**config.mk**
```make
export PLATFORM = sky130hd
export DESIGN_NAME = mem_port_arbiter
export DESIGN_NICKNAME = d
export VERILOG_FILES = /design/src/rtl/mem_port_arbiter.sv
export SDC_FILE = /design/constraint.sdc
export NUM_CORES = 1
export LEC_CHECK = 0
export CORE_AREA = 2 2 650 652
export CTS_CLUSTER_SIZE = 16
export DETAILED_ROUTE_END_ITERATION = 16
export DIE_AREA = 0 0 652 654
export PLACE_DENSITY = 0.3
export SLEW_MARGIN = 10
export SYNTH_ARGS = -nofsm -noshare
export SYNTH_HDL_FRONTEND = slang
export SYNTH_SLANG_ARGS = --single-unit
```
**constraint.sdc**
```tcl
create_clock -name clk_i -period 1.9 [get_ports clk_i]
set_input_delay 0.38 -clock clk_i [delete_from_list [all_inputs] [get_ports clk_i]]
set_output_delay 0.38 -clock clk_i [all_outputs]
set_load 0.1 [all_outputs]
```
**src/rtl/mem_port_arbiter.sv**
```systemverilog
// Round-robin arbiter sharing one line-wide Data_Memory port between the D-cache (port 0)
// and I-cache (port 1); one whole transaction per grant, with a sticky no-ack timeout.
module mem_port_arbiter #(
  parameter int ADDR_W  = 32,
  parameter int LINE_W  = 256,
  parameter int TIMEOUT = 1023
) (
  input  logic              clk_i,
  input  logic              rst_i,
  input  logic [ADDR_W-1:0] r0_addr_i,
  input  logic [LINE_W-1:0] r0_data_i,
  input  logic              r0_enable_i,
  input  logic              r0_write_i,
  output logic              r0_ack_o,
  output logic [LINE_W-1:0] r0_data_o,
  input  logic [ADDR_W-1:0] r1_addr_i,
  input  logic [LINE_W-1:0] r1_data_i,
  input  logic              r1_enable_i,
  input  logic              r1_write_i,
  output logic              r1_ack_o,
  output logic [LINE_W-1:0] r1_data_o,
  output logic [ADDR_W-1:0] mem_addr_o,
  output logic [LINE_W-1:0] mem_data_o,
  output logic              mem_enable_o,
  output logic              mem_write_o,
  input  logic              mem_ack_i,
  input  logic [LINE_W-1:0] mem_data_i,
  output logic [1:0]        grant_o,
  output logic              timeout_o
);

  localparam int CNT_W = 10;
  localparam logic [CNT_W-1:0] CNT_LAST = CNT_W'(TIMEOUT - 1);

  typedef enum logic [1:0] {
    IDLE    = 2'd0,
    BUSY    = 2'd1,
    RELEASE = 2'd2
  } state_t;

  state_t            state_q;
  logic              last_q;
  logic              owner_q;
  logic [ADDR_W-1:0] addr_q;
  logic [LINE_W-1:0] wdata_q;
  logic              write_q;
  logic              mem_en_q;
  logic [1:0]        grant_q;
  logic [1:0]        ack_q;
  logic [LINE_W-1:0] r0_rdata_q;
  logic [LINE_W-1:0] r1_rdata_q;
  logic [CNT_W-1:0]  cnt_q;
  logic              timeout_q;
  logic              pick_d;

  // On a tie the port that did not finish last wins; otherwise whichever is asking.
  assign pick_d = (r0_enable_i && r1_enable_i) ? ~last_q : r1_enable_i;

  always_ff @(posedge clk_i) begin
    if (rst_i) begin
      state_q    <= IDLE;
      last_q     <= 1'b1;
      owner_q    <= 1'b0;
      addr_q     <= '0;
      wdata_q    <= '0;
      write_q    <= 1'b0;
      mem_en_q   <= 1'b0;
      grant_q    <= 2'b00;
      ack_q      <= 2'b00;
      r0_rdata_q <= '0;
      r1_rdata_q <= '0;
      cnt_q      <= '0;
      timeout_q  <= 1'b0;
    end else begin
      ack_q <= 2'b00;
      case (state_q)
        IDLE: begin
          if (r0_enable_i || r1_enable_i) begin
            owner_q  <= pick_d;
            grant_q  <= pick_d ? 2'b10 : 2'b01;
            addr_q   <= pick_d ? r1_addr_i  : r0_addr_i;
            wdata_q  <= pick_d ? r1_data_i  : r0_data_i;
            write_q  <= pick_d ? r1_write_i : r0_write_i;
            mem_en_q <= 1'b1;
            cnt_q    <= '0;
            state_q  <= BUSY;
          end
        end
        BUSY: begin
          // An ack arriving on the last allowed cycle still wins over the timeout.
          if (mem_ack_i || (cnt_q == CNT_LAST)) begin
            ack_q <= owner_q ? 2'b10 : 2'b01;
            if (owner_q) r1_rdata_q <= mem_ack_i ? mem_data_i : '0;
            else         r0_rdata_q <= mem_ack_i ? mem_data_i : '0;
            if (!mem_ack_i) timeout_q <= 1'b1;
            mem_en_q <= 1'b0;
            grant_q  <= 2'b00;
            last_q   <= owner_q;
            cnt_q    <= '0;
            state_q  <= RELEASE;
          end else begin
            cnt_q <= cnt_q + CNT_W'(1);
          end
        end
        RELEASE: state_q <= IDLE;
        default: state_q <= IDLE;
      endcase
    end
  end

  assign mem_addr_o   = addr_q;
  assign mem_data_o   = wdata_q;
  assign mem_write_o  = write_q;
  assign mem_enable_o = mem_en_q;
  assign grant_o      = grant_q;
  assign r0_ack_o     = ack_q[0];
  assign r1_ack_o     = ack_q[1];
  assign r0_data_o    = r0_rdata_q;
  assign r1_data_o    = r1_rdata_q;
  assign timeout_o    = timeout_q;

endmodule

```
---- Yosys cells after proc, flatten, opt, wreduce, memory -nomap -nowiden ----
Cells that the tools add are included.
storage, ports and cells
  bits in writable memories ............... 0
  logic and storage cells ................. 56
  latch bits .............................. 0
  output and inout bits ................... 807
  bits in read-only memories .............. 0
  bits in registers ....................... 821
  memories ................................ 0
  input bits .............................. 839
operators by class
  equal/unequal tests ..................... 4
  bitwise operators ....................... 5
  mux-type cells .......................... 19
  shifts and indexed selects .............. 0
  reductions and logical operators ........ 14
  $mul .................................... 0
  divide/modulo/power cells ............... 0
  magnitude comparators ................... 0
  $add $sub $neg .......................... 1
operators with widths
  operator               count
  $mux 256               2
  $mux 32                1
  $mux 10                2
  $pmux 10 s2            1
  $mux 2                 6
  $reduce_and 3->1       4
  $add 10x1->10 const B  1
  $eq 10x10->1 const B   1
  $pmux 2 s2             2
  $reduce_and 2->1       4
  $not 1->1              5
  $mux 1                 4
  $ne 2x2->1 const B     2
  $reduce_or 3->1        1
  $eq 2x1->1 const B     1
  $logic_not 2->1        1
  $logic_or 1x1->1       2
  $pmux 1 s2             1
  $reduce_bool 2->1      1
  $logic_and 1x1->1      1

---- Longest topological paths before layout ----
Gate-level depths: netlist of run 1.
  word-level depth ........................ 5
  gate-level depth with buffers ........... 9
  mapped depth without buffers ............ 6

---- Worst setup path after synthesis of run 1 ----
OpenSTA, ideal clock, no wires.
  kind .................................... reg-to-reg
  start point ............................. register cnt_q[0]
  end point ............................... register r0_rdata_q[0] (netlist: r0_data_o[0])
  buffers on the path ..................... 3
  setup slack ............................. 0.102 ns
  cell stages (with the launch flop) ...... 10
  data required time ...................... 1.829 ns
  arrival ................................. 1.728 ns
  period minus slack after synthesis ...... 1.798 ns
  setup time .............................. 0.071 ns
  cells stage by stage .................... dfxtp_1 -> inv_1 -> ha_1 -> and4_4 -> a31oi_1 -> buf_4 -> buf_4 -> clkbuf_2 -> o21ai_0 -> a21oi_1
on the way
  word-level cells in the longest chain between the ends .. 3
RTL lines
  what                               RTL line  text
  start: declaration                 52        logic [CNT_W-1:0] cnt_q;
  start signal: assignment           102       cnt_q <= cnt_q + CNT_W'(1);
  $eq 10x10->1                       91        if (mem_ack_i || (cnt_q == CNT_LAST)) begin
  $logic_or 1x1->1                   91
  $reduce_and 3->1 (no source line)  -
  end signal: assignment             94        else r0_rdata_q <= mem_ack_i ? mem_data_i : '0;
  end: declaration                   50        logic [LINE_W-1:0] r0_rdata_q;
No other way between the ends.
A chain may end at the register's enable or synchronous reset.

---- Worst setup path after layout of run 1 ----
  start point ............................. register cnt_q[0]
  end point ............................... register r1_rdata_q[177] (netlist: r1_data_o[177])
on the way
  word-level cells in the longest chain between the ends .. 3
RTL lines
  what                               RTL line  text
  $eq 10x10->1                       91
  $logic_or 1x1->1                   91
  $reduce_and 3->1 (no source line)  -
  end signal: assignment             93        if (owner_q) r1_rdata_q <= mem_ack_i ? mem_data_i : '0;
  end: declaration                   51        logic [LINE_W-1:0] r1_rdata_q;
No other way between the ends.

==> summary.txt, run 1 <==
Outcome
  – Outcome: finished, violations left
  – Failing checks: setup timing

STA
  – Crit path time final: 1.96 ns
  – Final Hold Viols: 0
  – Worst Max-Slew Pin Slew: 0.680 ns
  – Final period utilization: 103%
  – Min Hold Slack: 0.0934 ns
  – Worst Clk Skew: 0.0407 ns
  – Slew Viols, Final: 0
  – Worst rel slew slack: 54.6%
  – Final count of negative-setup-slack endpoints: 131
  – Final setup margin: -0.0627 ns
  – Peak Freq: 510 MHz
  – RSZ-0062 raised after global routing: yes

Power
  – Share of power burned in registers: 31.7%
  – Pint: between 30000 and 40000 uW
  – Leak pwr: 0.0254 uW
  – Switch share: between 30% and 40%
  – Clock Power Share: a little over a third
  – Worst vdd ir: 0.000705 V
  – Overall power: roughly 63000 uW
  – Net Switching: 23400 uW
  – Combinational share of power: 32.6%
  – Power Dens Cells: ~850 nW/um2

Clock tree
  – TritonCTS clock tree: built
  – Root cell of the clock tree: clkbuf_16
  – Clock Latency Late Sink: around 0.85 ns
  – # H-tree levels: 3
  – CTS Buf Count: 115
  – Longest Clk Path Bufs: 4
  – Clock transition at path regs: 0.06 ns
  – Sink Count: slightly above 800

Placed design
  – Global placement routability congestion: 0.846
  – Dpl cells: approximately 11k
  – Pre-CTS setup slack: -0.719 ns
  – Buffers on Ports: 1645
  – Detailed-placement wirelength estimate: 238 mm

Flow run
  – Number of max-cap violations: 0

Global routing
  – Met1 Usage GRT: 13.4%
  – Gr busiest metal: met2
  – Total congestion overflow: 0
  – GR Layer Usage met2: 25.5%
  – Global Route Usage Sum: 13.1%
  – First-pass GRT wire length: 380 mm
  – Largest net degree at the start of global routing: 111
  – GR Layer Usage met3: ~3.5%
  – Antenna violations before repair: 120
  – Vias in the first global route: 39.7k

Critical path
  – Reg2reg setup slack: -0.06 ns
  – CP cell instances: inv_2 > ha_4 > and4_4 > a31oi_4 > clkbuf_16 > buf_16 > buf_12 > buf_6 > o21ai_0 > a21oi_1
  – Element type at the critical path end: flop
  – Worst path slowest cell: dfxtp_2
  – Startpoint Class: flop
  – Crit path largest cell delay: 0.33 ns
  – Critical Path Fanout Max: 15
  – Crit path DAT: roughly 2.7 ns
  – WP data required: roughly 2.7 ns
  – CP Class: reg -> reg

Synth
  – Net Count, Synth: 4886
  – Synth warn: 0
  – Synth async-reset ratio: 0%
  – Main flop type after synthesis: dfxtp_1
  – Flop and latch count out of synthesis: 821
  – Largest area contributor in the netlist: dfxtp_1
  – Post-synth EDFFs: 0
  – Average size of a mapped cell: around 8.0 um2
  – Distinct cell type count after synthesis: 45
  – Sequential area share after synthesis: 50.9%
  – Yosys top cell area share: between 50 and 60%
  – Top area cells in the synthesized netlist: dfxtp_1 (51%), a21oi_1 (8.0%), nand3_1 (8.0%)
  – Gate count of the mapped netlist: 4045
  – Post-synthesis cell area: 32300 um2

Detailed routing
  – DRC Markers: 0
  – Via-to-Cell Ratio: 3.44
  – DR vias: 39.3k
  – DRT Pass-1 Iters: 6
  – DR iter-0 viols: 2405
  – Routed WL per cell: between 20 and 30 um
  – Final antenna-violating net count: 0
  – Drt total wl: 299 mm

Finish
  – Layout cells sized above 1: a little under two fifths
  – Commonest non-fill, non-tap cell in the layout: buf_12
  – Area grow syn2layout: 127%
  – Post-layout util: 17.5%
  – Fillers: between 40k and 50k
  – Most frequent cells in the layout: buf_12 (882), clkdlybuf4s50_1 (836), dfxtp_2 (609)
  – Post-layout nets: 6634
  – Layout Cells excl Fill: 11.4k

Floorplanning
  – Cell Rows: 238
  – I/O pins: roughly 1.6k
  – Chip Height: 654 um
  – Core area: 419000 um2
  – Total die area: 426000 um2
  – Initial core utilization: 7.71%
  – Die Width: 652 um

Min path
  – Hold crit path type: in -> reg
per-stage QoR:
| step | instance area (um2) | setup TNS [ns] |
|---|---|---|
| after global routing | 73200 | -38.71 |
| after global placement | 58600 | -219.88 |
| after floorplan | 32300 | 0 |
| final | 73300 | -2.46 |
| after detailed placement | 58600 | -211.92 |
| after CTS | 72100 | -47.13 |
registers in the layout, summed over array words and instances (netlist names):
register	count
last_q	1
r0_data_o	256
mem_data_o	256
mem_write_o	1
owner_q	1
mem_addr_o	32
state_q	2
r1_data_o	256
ack_q	2
grant_o	2
mem_enable_o	1
timeout_o	1
cnt_q	10
final cells by class:
class	count	area [um2]	share of cell area, %
well taps	5520	6910	9.43
repair buffers	2079	30100	41.0
multi-input cells	2773	14600	19.9
clock inverters	27	367	0.500
inverters	3	11.3	0.0154
diodes	40	100	0.137
flip-flops and latches	821	17800	24.3
clock buffers	173	3430	4.68
metal layers:
| metal | part of all wire (%) | vias to the layer above |
|---|---|---|
| li1 | - | 18009 |
| met1 | 35 | 19324 |
| met2 | 55 | 1542 |
| met3 | 6.4 | 430 |
| met4 | 3.8 | 28 |
| met5 | 0.064 | - |
cell usage after synthesis, types with 2 or more instances:
library cell    n
a21o_1          2
a21oi_1       518
a22o_1          3
a311oi_1      289
a32o_1          2
and4_4          2
buf_1          22
buf_2          93
buf_4           8
clkbuf_1      295
clkbuf_2       30
dfxtp_1       821
ha_1            2
inv_1           3
nand2_1       588
nand2b_1        3
nand3_1       518
nand4_1         2
nor2_1        298
nor3_1          5
o21a_1          2
o21ai_0       509
o21ai_1         5
or3_1           2
xor2_1          3
repair_timing:
item,4_1_cts,5_1_grt
hold buffers,82,0
gates resized for setup,2641,311
cloned,18,20
hold endpoints to repair,68,0
setup buffers,27,15
pin swaps,90,117
endpoints found under the setup margin,1300,871
logic make-up (layout without fill, tap and decap cells):
logic type / Yosys count / in the layout / synth area share, %
other: 0 / 40 / 0
flip-flops: 821 / 821 / 50.9
adder cells (fa/ha/maj): 2 / 2 / 0.0774
XOR/XNOR: 4 / 4 / 0.108
AO/OA/AOI/OAI: 1337 / 1337 / 24.3
buffers and inverters: 451 / 2282 / 5.81
AND/OR/NAND/NOR: 1430 / 1430 / 18.9
worst max-delay path, delay by kind of cell, from the launching register on:
kind	cells	cell delay, ns
and+or+nand+nor	1	0.15
buffers and inverters	5	0.79
DFF	1	0.33
AOI/OAI and AO/OA	3	0.45
adders and majority gates	1	0.14
path summary, 6_finish.rpt:
path	from	to	cells past startpoint
setup / recovery	cnt_q[0]$_SDFFE_PP0P_	r1_data_o[177]$_SDFFE_PP0P_	10
hold / removal	rst_i	state_q[0]$_SDFFE_PP0P_	3
setup reg to reg	cnt_q[0]$_SDFFE_PP0P_	r1_data_o[177]$_SDFFE_PP0P_	10
hold reg to reg	r0_data_o[51]$_SDFFE_PP0P_	r0_data_o[51]$_SDFFE_PP0P_	2
power by group through the flow:
stage,Sequential [uW],Combinational (uW),Clock (uW)
3_5_place_dp,19800,17900,0
3_3_place_gp,19800,17900,0
5_1_grt,20000,21200,23900
2_1_floorplan,26500,3000,0
4_1_cts,19900,20200,23300
6_report,19800,20400,22400
Note: power is estimated with default switching activity, not from simulation.
==> run 2, diff against run 1 <==
--- a/config.mk
+++ b/config.mk
@@ -5,6 +5,7 @@
 export SDC_FILE = /design/constraint.sdc
 export NUM_CORES = 1
 export LEC_CHECK = 0
+export ABC_CLOCK_PERIOD_IN_PS = 1900
 export CORE_AREA = 2 2 650 652
 export CTS_CLUSTER_SIZE = 16
 export DETAILED_ROUTE_END_ITERATION = 16
==> results of run 2 <==
Final layout, timing and power as in run 1 (identical DEF).
